[src/rtl/data_stack_unit_pkg.sv]
// Shared definitions for the data stack unit.
//   - Default stack word width and backing-RAM address width.
//   - Opcode and controller state encodings.
//   - stack_cap(): total entries held = RAM words plus the two register slots.
package data_stack_unit_pkg;

   localparam int STACK_WIDTH     = 16;
   localparam int DATA_STACK_SIZE = 8;

   typedef enum logic [1:0] {
      OP_NOP   = 2'd0,
      OP_PUSH  = 2'd1,
      OP_POP   = 2'd2,
      OP_BINOP = 2'd3
   } op_t;

   typedef enum logic {
      ST_IDLE   = 1'b0,
      ST_REFILL = 1'b1
   } state_t;

   // Capacity: every RAM word plus TOS and NOS.
   function automatic int stack_cap(input int addr_w);
      return (32'sd1 <<< addr_w) + 32'sd2;
   endfunction

endpackage

[src/rtl/data_stack_unit_if.sv]
// Core-side stack port.
//   master (core): drives op_valid, op, push_data; sees op_ready, tos, nos,
//                  depth, overflow, underflow.
//   slave  (unit): the mirror image.
interface data_stack_unit_if
   import data_stack_unit_pkg::*;
#(
   parameter int WIDTH  = STACK_WIDTH,
   parameter int ADDR_W = DATA_STACK_SIZE
);
   logic              op_valid;
   op_t               op;
   logic [WIDTH-1:0]  push_data;
   logic              op_ready;
   logic [WIDTH-1:0]  tos;
   logic [WIDTH-1:0]  nos;
   logic [ADDR_W+1:0] depth;
   logic              overflow;
   logic              underflow;

   modport master (
      output op_valid, op, push_data,
      input  op_ready, tos, nos, depth, overflow, underflow
   );

   modport slave (
      input  op_valid, op, push_data,
      output op_ready, tos, nos, depth, overflow, underflow
   );
endinterface

[src/rtl/data_stack_unit.sv]
// Hardware data stack: TOS/NOS in registers, deeper entries in an external
// synchronous single-port RAM (registered read, one cycle latency).
// Ports:
//   clk        rising-edge clock
//   reset      synchronous, active-low
//   core       data_stack_unit_if.slave: op handshake, tos/nos/depth, sticky flags
//   ram_addr   RAM address (equals sp when idle)
//   ram_wdata  RAM write data (spilled NOS)
//   ram_wen    RAM write enable, only on an accepted spilling PUSH
//   ram_rdata  RAM read data, consumed in the REFILL cycle
module data_stack_unit
   import data_stack_unit_pkg::*;
#(
   parameter int WIDTH  = STACK_WIDTH,
   parameter int ADDR_W = DATA_STACK_SIZE
) (
   input  logic              clk,
   input  logic              reset,
   data_stack_unit_if.slave  core,
   output logic [ADDR_W-1:0] ram_addr,
   output logic [WIDTH-1:0]  ram_wdata,
   output logic              ram_wen,
   input  logic [WIDTH-1:0]  ram_rdata
);

   localparam int DW = ADDR_W + 2;
   localparam int SW = ADDR_W + 1;
   localparam logic [DW-1:0] CAP_D = DW'(stack_cap(ADDR_W));

   state_t           state_r;
   logic [WIDTH-1:0] tos_r;
   logic [WIDTH-1:0] nos_r;
   logic [DW-1:0]    depth_r;
   logic [SW-1:0]    sp_r;      // entries currently held in RAM
   logic             overflow_r;
   logic             underflow_r;

   logic             fire_s;
   logic [SW-1:0]    sp_dec_s;

   assign fire_s   = core.op_valid && (state_r == ST_IDLE);
   assign sp_dec_s = sp_r - SW'(1);

   assign core.op_ready  = (state_r == ST_IDLE);
   assign core.tos       = tos_r;
   assign core.nos       = nos_r;
   assign core.depth     = depth_r;
   assign core.overflow  = overflow_r;
   assign core.underflow = underflow_r;

   // RAM port: spill old NOS on a push past two entries, address sp-1 on a refilling pop/binop.
   always_comb begin
      ram_wen   = 1'b0;
      ram_addr  = sp_r[ADDR_W-1:0];
      ram_wdata = nos_r;
      if (fire_s) begin
         case (core.op)
            OP_PUSH: begin
               if ((depth_r >= DW'(2)) && (depth_r < CAP_D)) begin
                  ram_wen = 1'b1;
               end else begin
                  ram_wen = 1'b0;
               end
            end
            OP_POP, OP_BINOP: begin
               if (depth_r >= DW'(3)) begin
                  ram_addr = sp_dec_s[ADDR_W-1:0];
               end else begin
                  ram_addr = sp_r[ADDR_W-1:0];
               end
            end
            default: begin
               ram_wen = 1'b0;
            end
         endcase
      end else begin
         ram_wen = 1'b0;
      end
   end

   // Stack controller: register slots, sp, sticky flags and the one-cycle refill state.
   always_ff @(posedge clk) begin
      if (!reset) begin
         state_r     <= ST_IDLE;
         tos_r       <= '0;
         nos_r       <= '0;
         depth_r     <= '0;
         sp_r        <= '0;
         overflow_r  <= 1'b0;
         underflow_r <= 1'b0;
      end else begin
         case (state_r)
            ST_IDLE: begin
               if (fire_s) begin
                  case (core.op)
                     OP_PUSH: begin
                        if (depth_r == CAP_D) begin
                           overflow_r <= 1'b1;
                        end else begin
                           nos_r   <= tos_r;
                           tos_r   <= core.push_data;
                           depth_r <= depth_r + DW'(1);
                           if (depth_r >= DW'(2)) begin
                              sp_r <= sp_r + SW'(1);
                           end
                        end
                     end
                     OP_POP: begin
                        if (depth_r == DW'(0)) begin
                           underflow_r <= 1'b1;
                        end else begin
                           tos_r   <= nos_r;
                           depth_r <= depth_r - DW'(1);
                           if (depth_r >= DW'(3)) begin
                              sp_r    <= sp_dec_s;
                              state_r <= ST_REFILL;
                           end
                        end
                     end
                     OP_BINOP: begin
                        if (depth_r < DW'(2)) begin
                           underflow_r <= 1'b1;
                        end else begin
                           tos_r   <= core.push_data;
                           depth_r <= depth_r - DW'(1);
                           if (depth_r >= DW'(3)) begin
                              sp_r    <= sp_dec_s;
                              state_r <= ST_REFILL;
                           end
                        end
                     end
                     default: begin
                        state_r <= ST_IDLE;
                     end
                  endcase
               end
            end
            ST_REFILL: begin
               // RAM word addressed in the previous cycle becomes the new NOS.
               nos_r   <= ram_rdata;
               state_r <= ST_IDLE;
            end
            default: begin
               state_r <= ST_IDLE;
            end
         endcase
      end
   end

endmodule

[src/flat_wrapper.sv]
// flat-port wrapper written by rule: the top's interface ports become plain ports
module data_stack_unit_flat import data_stack_unit_pkg::*;
#(
   parameter int WIDTH  = STACK_WIDTH,
   parameter int ADDR_W = DATA_STACK_SIZE
)
  (clk, reset, ram_addr, ram_wdata, ram_wen, ram_rdata, core_op_valid, core_op, core_push_data, core_op_ready, core_tos, core_nos, core_depth, core_overflow, core_underflow);
  data_stack_unit_if #(.WIDTH(WIDTH), .ADDR_W(ADDR_W)) core_i ();
  input  logic clk;
  input  logic reset;
  output logic [ADDR_W-1:0] ram_addr;
  output logic [WIDTH-1:0] ram_wdata;
  output logic ram_wen;
  input  logic [WIDTH-1:0] ram_rdata;
  input wire logic [$bits(core_i.op_valid)-1:0] core_op_valid;
  input wire logic [$bits(core_i.op)-1:0] core_op;
  input wire logic [$bits(core_i.push_data)-1:0] core_push_data;
  output wire logic [$bits(core_i.op_ready)-1:0] core_op_ready;
  output wire logic [$bits(core_i.tos)-1:0] core_tos;
  output wire logic [$bits(core_i.nos)-1:0] core_nos;
  output wire logic [$bits(core_i.depth)-1:0] core_depth;
  output wire logic [$bits(core_i.overflow)-1:0] core_overflow;
  output wire logic [$bits(core_i.underflow)-1:0] core_underflow;
  assign core_i.op_valid = core_op_valid;
  assign core_i.op = core_op;
  assign core_i.push_data = core_push_data;
  assign core_op_ready = core_i.op_ready;
  assign core_tos = core_i.tos;
  assign core_nos = core_i.nos;
  assign core_depth = core_i.depth;
  assign core_overflow = core_i.overflow;
  assign core_underflow = core_i.underflow;
  data_stack_unit #(.WIDTH(WIDTH), .ADDR_W(ADDR_W)) u_core (.clk(clk), .reset(reset), .core(core_i), .ram_addr(ram_addr), .ram_wdata(ram_wdata), .ram_wen(ram_wen), .ram_rdata(ram_rdata));
endmodule
[config.mk]
export PLATFORM = sky130hd
export DESIGN_NAME = data_stack_unit_flat
export DESIGN_NICKNAME = d
export VERILOG_FILES = /design/src/rtl/data_stack_unit_pkg.sv /design/src/rtl/data_stack_unit_if.sv /design/src/rtl/data_stack_unit.sv /design/src/flat_wrapper.sv
export SDC_FILE = /design/constraint.sdc
export NUM_CORES = 1
export LEC_CHECK = 0
export BUFFER_PORTS_ARGS = -buffer_cell sky130_fd_sc_hd__buf_2
export CORE_MARGIN = 2
export CORE_UTILIZATION = 46
export DETAILED_ROUTE_END_ITERATION = 10
export MAX_ROUTING_LAYER = met4
export PLACE_DENSITY = 0.81
export SETUP_SLACK_MARGIN = 0.3
export SLEW_MARGIN = 25
export SYNTH_ARGS = -nofsm -noshare
export SYNTH_HDL_FRONTEND = slang
export SYNTH_SLANG_ARGS = --single-unit
[constraint.sdc]
create_clock -name clk -period 2.1 [get_ports clk]
set_input_delay 0.105 -clock clk [delete_from_list [all_inputs] [get_ports clk]]
set_output_delay 0.105 -clock clk [all_outputs]
set_load 0.02 [all_outputs]
==> reports/metrics.yaml <==
final_area_um2: 4450
port_buffers: 106
dp_hpwl_um: 5830
final_common_cell: "buf_2"
ys_seq_area_share_pct: 34.0
cp-end-kind: "output port"
fin_crit_ns: 2.15
slowest_stage: "dfxtp_2"
cp_data_arrival_time_ns: 2.04
power.leakage_nw: 2.26
finClkSkew_ns: 0.00764
crit_path_cell_trace: "nor4_4, buf_4, nand2_4, buf_6, o211a_4, nand3_1, xnor2_1, buf_4"
grt_max_degree: 42
rows: 30
crit_fanout: 5
min_path_cells: 3
ys_types: 50
async_reset_ff_share_pct: 0
post-route-period-util_pct: 102
dieHeight_um: 86.3
worstSetupPathType: "reg -> out"
finalNetCount: 520
violations: "negative setup slack"
dieArea_um2: 7450
cp.required_ns: 2.00
num_antenna_cells: 0
instances_no_fill: 553
synthFlopType: "dfxtp_1"
insertion_delay_ns: 0.31
synth.avg_cell_area_um2: 9.22
cts_tree: "yes"
grt-ovfl-total: 0
finalWorstSetupSlack_ns: -0.0475
area_delta_synth_final_pct: 42.9
power_density_nw_per_um2: 1000
gp_congestion: 0.887
clkTransAtPathRegs_ns: 0.10
drt_wl_total_um: 9520
drc_errors: 0
hold_violations: 0
vias: 3187
relSlewSlack_pct: 71.9
start_util_pct: 46.7
place_area_um2: 3860
maxCapViolCount: 0
p_total_mw: 4.46
cpMostUsedCell: "buf_4"
grt_pass1_vias: 2911
num_io_pins: 107
antenna_found_initial: 0
drtIter0Drc: 269
layout_common_cells: "98 x buf_2, 44 x buf_4, 43 x dfxtp_1, 29 x nand2_1, 26 x mux2i_1"
grt_pass1_wl_um: 14100
r2r_cells: 10
coreArea_um2: 6680
synth_nets: 386
grtUsageTotal_pct: 24.5
ant_nets: 0
fin_tns_setup_ns: -0.0475
tightestPinTransition_ns: 0.418
rsz0062_at_grt: "yes"
yosysWarnings: 0
drv_slew: 0
fmaxAchievable_mhz: 466
cts_sinks: 53
via_per_inst: 5.76
postSynthCellCount: 338
die-width_um: 86.3
outcome: "finished with violations"
cts_root_buf: "clkbuf_8"
ys_seq_elements: 53
startpoint_type: "register"
setup_violations: 1
max_stage_delay_ns: 0.35
wl_per_cell_um: 17.2
hp-class: "in -> reg"
dr.pass1.iters: 5
ir_drop_v: 0.000400
clockBufferDepth: 2
drive_gt1_share_pct: 47.4
synth_area_um2: 3120
placedCellCount: 524
synth_edf_count: 0
cts_buffers: 5
h-tree-depth: 2
-- Yosys cell counts (4+ instances only) --
| cell | instances | area [um2] |
|---|---|---|
| o211a_1 | 19 | 190 |
| nor3_1 | 9 | 45.0 |
| mux2i_1 | 27 | 270 |
| a21oi_1 | 9 | 45.0 |
| ha_1 | 10 | 125 |
| nor2b_1 | 24 | 150 |
| nand2_1 | 34 | 128 |
| xor2_1 | 6 | 52.6 |
| nor2_1 | 12 | 45.0 |
| buf_4 | 16 | 120 |
| nand3_1 | 8 | 40.0 |
| or3_1 | 6 | 37.5 |
| o21ai_0 | 9 | 45.0 |
| inv_1 | 7 | 26.3 |
| clkbuf_1 | 11 | 41.3 |
| a21boi_1 | 4 | 30.0 |
| nand2b_1 | 4 | 25.0 |
| a222oi_1 | 15 | 150 |
| buf_2 | 5 | 25.0 |
| dfxtp_1 | 53 | 1060 |
| xnor2_1 | 12 | 105 |
-- cell type report --
type / instances / area, um2
fillers: 507 / 2230
multi-input cells: 244 / 2070
repair buffers: 160 / 1080
clock inverters: 3 / 20.0
inverters: 8 / 30.0
clock buffers: 5 / 68.8
flip-flops and latches: 53 / 1090
well taps: 80 / 100
-- state kept, by name (all words and copies together) (netlist names) --
register,count
u_core.core.nos,16
u_core.core.depth,10
u_core.core.tos,16
u_core.core.overflow,1
u_core.core.underflow,1
u_core.sp_r,8
u_core.state_r,1
-- stage by stage --
step	hold WS, ns	setup WS, ns	util [%]
4_1_cts	0.0483	0.0101	65.4
3_3_place_gp	0.363	-0.320	57.5
3_5_place_dp	0.377	-0.0718	57.7
6_report	0.0552	-0.0475	66.7
2_1_floorplan	0.278	0.179	-
5_1_grt	0.0516	-0.104	66.7
-- layer usage --
layer / vias to the layer above / global-route usage (%) / routed length (um)
li1: 1486 / - / -
met1: 1552 / 31.0 / 4110
met2: 126 / 39.4 / 4660
met3: 23 / 4.38 / 527
met4: 0 / 8.38 / 222
met5: - / - / 0
-- kinds of logic after synthesis --
kind of cell,synth area share [%]
flops,34.0
xor+xnor,5.06
buf+inv,8.15
simple gates,18.5
fa+ha+maj,4.65
mux,9.03
compound gates,20.6
-- power by group --
| part | total (mW) | switching, mW | internal [mW] |
|---|---|---|---|
| registers | 1.35 | 0.167 | 1.18 |
| logic | 2.52 | 1.34 | 1.18 |
| clock network | 0.588 | 0.350 | 0.238 |
-- critical path: cells and delay by family (launching register included) --
family                    cells  cell delay, ns
buffers and inverters         3            0.50
and+or+nand+nor               3            0.49
AOI/OAI and AO/OA             1            0.25
xor gates and xnor gates      1            0.16
DFF                           1            0.35
-- what timing repair did --
| action | 4_1_cts | 5_1_grt |
|---|---|---|
| setup endpoints to repair | 59 | 59 |
| setup buffers | 13 | 1 |
| pin swaps | 31 | 10 |
| hold buffers | 0 | 0 |
| gates resized for setup | 51 | 18 |
| cloned | 5 | 2 |
-- final timing paths --
kind	startpoint	end	slack, ns
min	ram_rdata[7]	u_core.core.nos[7]	0.06
min reg2reg	u_core.core.overflow	u_core.core.overflow	0.47
max	u_core.core.depth[4]	ram_addr[4]	-0.05
max reg2reg	u_core.core.depth[4]	u_core.core.depth[6]	0.01
Note: power is estimated with default switching activity, not from simulation.
